<file path="src/rtl/fetch_queue_unit.sv">
// fetch_queue_unit
// Instruction-fetch stage. It holds the fetch PC, issues sequential requests to
// an instruction memory with one cycle of latency, buffers the returned
// {pc, instr} pairs in a small prefetch FIFO and hands them to decode over a
// valid/ready handshake. A redirect flushes stale work and restarts fetch at
// redirect_pc.
//
// Ports
//   clk          rising-edge clock
//   rst          synchronous reset, active-high (overrides redirect)
//   imem_req     fetch request this cycle
//   imem_addr    fetch address, always equal to the fetch PC
//   imem_rdata   instruction word, valid the cycle after a request
//   redirect     taken branch/jump: flush and restart
//   redirect_pc  new fetch target
//   out_valid    queue head valid
//   out_ready    decode accepts the head
//   out_instr    head instruction, 0 when the queue is empty
//   out_pc       head PC, 0 when the queue is empty
//   out_pc_next  out_pc + PC_STEP (wrapping), 0 when the queue is empty
module fetch_queue_unit #(
    parameter int                ADDR_W   = 32,
    parameter int                DATA_W   = 32,
    parameter logic [ADDR_W-1:0] RESET_PC = '0,
    parameter int                PC_STEP  = 4,
    parameter int                DEPTH    = 4
) (
    input  logic              clk,
    input  logic              rst,
    output logic              imem_req,
    output logic [ADDR_W-1:0] imem_addr,
    input  logic [DATA_W-1:0] imem_rdata,
    input  logic              redirect,
    input  logic [ADDR_W-1:0] redirect_pc,
    output logic              out_valid,
    input  logic              out_ready,
    output logic [DATA_W-1:0] out_instr,
    output logic [ADDR_W-1:0] out_pc,
    output logic [ADDR_W-1:0] out_pc_next
);

    localparam int                IDX_W     = $clog2(DEPTH);
    localparam int                PTR_W     = IDX_W + 1;
    localparam int                OCC_W     = PTR_W + 1;
    localparam logic [ADDR_W-1:0] STEP      = ADDR_W'(PC_STEP);
    localparam logic [OCC_W-1:0]  DEPTH_OCC = OCC_W'(DEPTH);

    logic [ADDR_W-1:0] fetch_pc;
    logic [ADDR_W-1:0] req_pc;
    logic              inflight;
    logic              kill;
    logic [PTR_W-1:0]  rd_ptr;
    logic [PTR_W-1:0]  wr_ptr;
    logic [PTR_W-1:0]  count;
    logic [OCC_W-1:0]  occupancy;
    logic              pop;
    logic              push;
    logic              issue;

    logic [ADDR_W-1:0] pc_q    [DEPTH];
    logic [DATA_W-1:0] instr_q [DEPTH];

    // The pointers carry an extra wrap bit, so their difference is the fill
    // level directly and full (DEPTH) is distinguishable from empty (0).
    assign count     = wr_ptr - rd_ptr;
    assign out_valid = (count != '0);
    assign pop       = out_valid & out_ready;

    // A response is dropped if it belongs to work that a redirect has just
    // invalidated: either the redirect is happening right now, or it happened
    // last cycle (kill).
    assign push = inflight & ~kill & ~redirect;

    // Issue only when the request already in flight, plus this one, is sure
    // to find room. Counting the pop lets a full queue that is draining keep
    // fetching at full rate.
    assign occupancy = OCC_W'(count) + OCC_W'(inflight) - OCC_W'(pop);
    assign issue     = ~rst & ~redirect & (occupancy < DEPTH_OCC);

    assign imem_req  = issue;
    assign imem_addr = fetch_pc;

    // Control state: fetch PC, the PC of the outstanding request, the
    // in-flight and kill flags, and the FIFO pointers.
    always_ff @(posedge clk) begin
        if (rst) begin
            fetch_pc <= RESET_PC;
            req_pc   <= RESET_PC;
            inflight <= 1'b0;
            kill     <= 1'b0;
            rd_ptr   <= '0;
            wr_ptr   <= '0;
        end else begin
            inflight <= issue;
            kill     <= redirect;

            if (redirect) begin
                fetch_pc <= redirect_pc;
            end else if (issue) begin
                fetch_pc <= fetch_pc + STEP;
            end

            if (issue) begin
                req_pc <= fetch_pc;
            end

            // A flush discards everything, including a head that is being
            // handed over in the same cycle; that handshake has already
            // completed on the decode side.
            if (redirect) begin
                rd_ptr <= wr_ptr;
            end else begin
                if (pop) begin
                    rd_ptr <= rd_ptr + PTR_W'(1);
                end
                if (push) begin
                    wr_ptr <= wr_ptr + PTR_W'(1);
                end
            end
        end
    end

    // FIFO storage needs no reset; an entry is only visible once a push has
    // written it and the write pointer has moved past it.
    always_ff @(posedge clk) begin
        if (push & ~rst) begin
            pc_q[wr_ptr[IDX_W-1:0]]    <= req_pc;
            instr_q[wr_ptr[IDX_W-1:0]] <= imem_rdata;
        end
    end

    // Head presentation, forced to zero while the queue is empty.
    always_comb begin
        out_instr   = '0;
        out_pc      = '0;
        out_pc_next = '0;
        if (out_valid) begin
            out_instr   = instr_q[rd_ptr[IDX_W-1:0]];
            out_pc      = pc_q[rd_ptr[IDX_W-1:0]];
            out_pc_next = pc_q[rd_ptr[IDX_W-1:0]] + STEP;
        end
    end

endmodule

</file>
<file path="config.mk">
export PLATFORM = sky130hd
export DESIGN_NAME = fetch_queue_unit
export DESIGN_NICKNAME = d
export VERILOG_FILES = /design/src/rtl/fetch_queue_unit.sv
export SDC_FILE = /design/constraint.sdc
export NUM_CORES = 1
export LEC_CHECK = 0
export ABC_AREA = 1
export CORE_AREA = 2 2 196 140
export DETAILED_ROUTE_END_ITERATION = 12
export DIE_AREA = 0 0 198 142
export PLACE_DENSITY = 0.95
export SKIP_LAST_GASP = 1
export SYNTH_ARGS = -nofsm -noshare
export SYNTH_HDL_FRONTEND = slang
export SYNTH_SLANG_ARGS = --single-unit
</file>
<file path="constraint.sdc">
create_clock -name clk -period 11.8 [get_ports clk]
set_input_delay 1.77 -clock clk [delete_from_list [all_inputs] [get_ports clk]]
set_output_delay 1.77 -clock clk [all_outputs]
set_load 0.02 [all_outputs]
</file>
==> out/results.ini <==
[cells_and_area]
final_layout_size_suffix_gt1_share_pct=4.74
multi_input_area_mm2=0.00546
fill_cells=1837
ff_latch_area_mm2=0.00917
finish.utilization_pct=70.9
nets=2023
area_growth_pct=19.6

[floorplan]
die_w_um=198
core_mm2=0.0263
initial_core_util_pct=59.3
rows=50
io-pin-count=198
die_h_um=142
dieArea_mm2=0.0281

[logic_synthesis]
ys_ff_latch=330
avgSynthCellArea_um2=8.76
synthArstFlopShare_pct=0
yosysTopAreaCellShare_pct=49.2
synthTopCellsByArea=edfxtp_1 (49%), nand2_1 (13%), dfxtp_1 (9.5%)
synthCells=1782
yosys.cell_types.count=36
synth.yosys.warnings=0
seq_area_frac_synth_pct=58.7
syn-num-nets=1862
synth_area_mm2=0.0156
synthFlopType=edfxtp_1
synth_edf_count=256
synth_top_area_cell=edfxtp_1

[sta]
setup_viol=0
slew_headroom_pct=25.2
period_share_pct=62.2
fmax_mhz=136
worst_pin_slew_ns=1.12
maxSlewViolCount=0
finClkSkew_ns=0.00824
rsz0062_at_grt=no
final_hold_viol_count=0
fin_crit_ns=7.34
tns_ns=0

[power_and_ir_drop]
total_power_w=0.00355
internal-power_w=0.00230
pwr-share-comb_pct=33.7
p_sw_share_pct=35.3
vdd_drop_max_uv=135
p_per_area_mw_per_mm2=190
pwr-share-seq_pct=40.5
p_clk_share_pct=25.8
p_leak_nw=7.55
p_sw_w=0.00125

[global_route]
grt_util_all_layers_pct=29.8
grt_max_degree=131
grt-ovfl-total=0
antenna_found_initial=0
grt_pass1_vias=12200
grt_pass1_wl_um=65600

[clock_tree]
post_cts_resized=0
cts_buffers=30
cts_hold_buf=0
post_cts_buffers=0
clk_latency_ns=0.56
max-clock-path-buffers=3
cts_root_buffer=clkbuf_16
h-tree-depth=1
cts_sinks=330
cts_tree=built
cts.clk_slew.worst_paths_ns=0.06

[setup_path]
crit_path_max_incr_delay_ns=0.73
crit_path_top_delay_cell=clkdlybuf4s50_1
crit_path_start_kind=flip-flop
critPathMostFrequentCell=nand2_1
crit_path_cell_trace=inv_1 > ha_1 > fa_1 > xor2_1 > nand2_1 > nand2_1 > nand3_4 > buf_4 > nand2_1 > inv_1 > ha_1 > inv_1 > ha_1 > nand3_1 > nand2_1 > xnor2_1 > nand2_1 > nor2_4 > buf_4 > clkdlybuf4s50_1
path_max_fanout=85
cp_num_buf_inv=6
crit_family=buffers and inverters
required_ns=10.03
cp.arrival_ns=5.57
critical_path_class=flip-flop to output pin
worst_setup_path_end_kind=output pin

[job]
cap_violations=0

[worst_hold_path]
hp-class=flip-flop to flip-flop

[route]
post-route-drc-count=0
vias=13200
drt_iter0_drc=1923
drt_first_pass_iters=10
drt_wl_total_um=42400
drt-vias-per-instance=5.67
antenna_left=0
wl_per_cell_um=18.2

[place]
routabilityCongestion=0.962
dpl.hpwl_um=27200
portBuffers=197

[run_status]
status=finished clean

==> layout make-up <==
type	instances	share of cell area [%]
clock inverter	9	0.409
timing repair buffer	209	11.0
antenna	1	0.0134
tap	364	2.44
inverter	157	3.18
sequential	330	49.2
clock buffer	44	4.47
multi-input combinational	1215	29.3
==> final timing paths <==
check | from | to | slack [ns] | cells past startpoint
max reg2reg | wr_ptr[0]$_SDFFE_PP0P_ | imem_addr[13]$_SDFFE_PP0P_ | 6.85 | 22
max | wr_ptr[0]$_SDFFE_PP0P_ | imem_req | 4.46 | 20
min | req_pc[4]$_SDFFE_PP0P_ | pc_q[0][4]$_DFFE_PP_ | 0.51 | 0
min reg2reg | req_pc[4]$_SDFFE_PP0P_ | pc_q[0][4]$_DFFE_PP_ | 0.51 | 0
==> metal layers <==
metal | share of wire, % | wire (um) | global-route usage [%]
met1 | 42 | 17700 | 44.6
met2 | 45 | 19000 | 46.6
met3 | 12 | 4930 | 4.69
met4 | 1.9 | 805 | 5.82
met5 | 0 | 0 | 0
==> sequential cells by signal, summed over array words and instances (netlist names), named ones only <==
signal,count
instr_q,128
pc_q,128
imem_addr,32
req_pc,32
rd_ptr,3
wr_ptr,3
inflight,1
kill,1
==> cell usage in the layout, fill, tap and decap left out, types with 2 or more instances in the layout <==
master           instances
a21boi_0                 9
o21ai_0                112
nor2_4                   7
nand3_2                  2
nand3_1                116
o211ai_1                 2
o21ai_1                  3
nor3_1                  14
edfxtp_1               256
nand2_1                560
inv_1                  153
a21oi_1                 45
clkinvlp_4               3
o22ai_1                 35
nand2_2                 13
clkdlybuf4s50_1        197
clkbuf_16               31
nor2_2                  11
clkinv_1                 4
nor2_1                 233
inv_2                    3
xnor2_1                  7
ha_1                    11
nand4_1                 11
buf_4                   12
clkbuf_1                12
or2_2                    4
dfxtp_1                 72
xor2_1                  14
==> synth_stat cells, types with 2 or more instances <==
master    number
nand3_1      117
nor3_1        14
buf_8          2
clkbuf_1      37
inv_2          3
buf_4         14
nand2_1      560
a21oi_1       45
inv_1        153
nor2_1       237
nor2_2        11
clkbuf_2       2
dfxtp_1       74
nor2_4         3
or2_2          4
nand4_1       11
nand3_2        2
nand2_2       13
a21boi_0       9
buf_6          3
edfxtp_1     256
o21ai_1        3
xor2_1        14
buf_2         20
xnor2_1        7
buf_1          2
o21ai_0      112
ha_1          11
o22ai_1       35
o211ai_1       2
==> metrics by stage <==
| step | instances | setup WS, ns | hold WS, ns | cell area, um2 |
|---|---|---|---|---|
| after CTS | 2328 | 4.39 | 0.506 | 18700 |
| after detailed placement | 2275 | 5.01 | 0.485 | 17700 |
| final | 2329 | 4.46 | 0.515 | 18700 |
| after global placement | 2275 | 5.22 | 0.467 | 17700 |
| after global routing | 2328 | 4.04 | 0.526 | 18700 |
| after floorplan | 1782 | 6.24 | 0.455 | 15600 |
==> kinds of logic after synthesis <==
| group | after synthesis | synth area share, % |
|---|---|---|
| buffers and inverters | 237 | 6.53 |
| flip-flops | 330 | 58.7 |
| AND/OR/NAND/NOR | 973 | 25.3 |
| adder cells (fa/ha/maj) | 12 | 1.01 |
| XOR/XNOR | 21 | 1.18 |
| AO/OA/AOI/OAI | 209 | 7.22 |
==> power groups by stage <==
stage | logic, W | clock network, W | registers [W]
final | 0.00120 | 0.000916 | 0.00144
after global routing | 0.00129 | 0.000965 | 0.00144
after CTS | 0.00119 | 0.000920 | 0.00143
after detailed placement | 0.00118 | 0 | 0.00146
after global placement | 0.00114 | 0 | 0.00145
after floorplan | 0.000700 | 0 | 0.00143
Power figures use the tool's default switching activity.
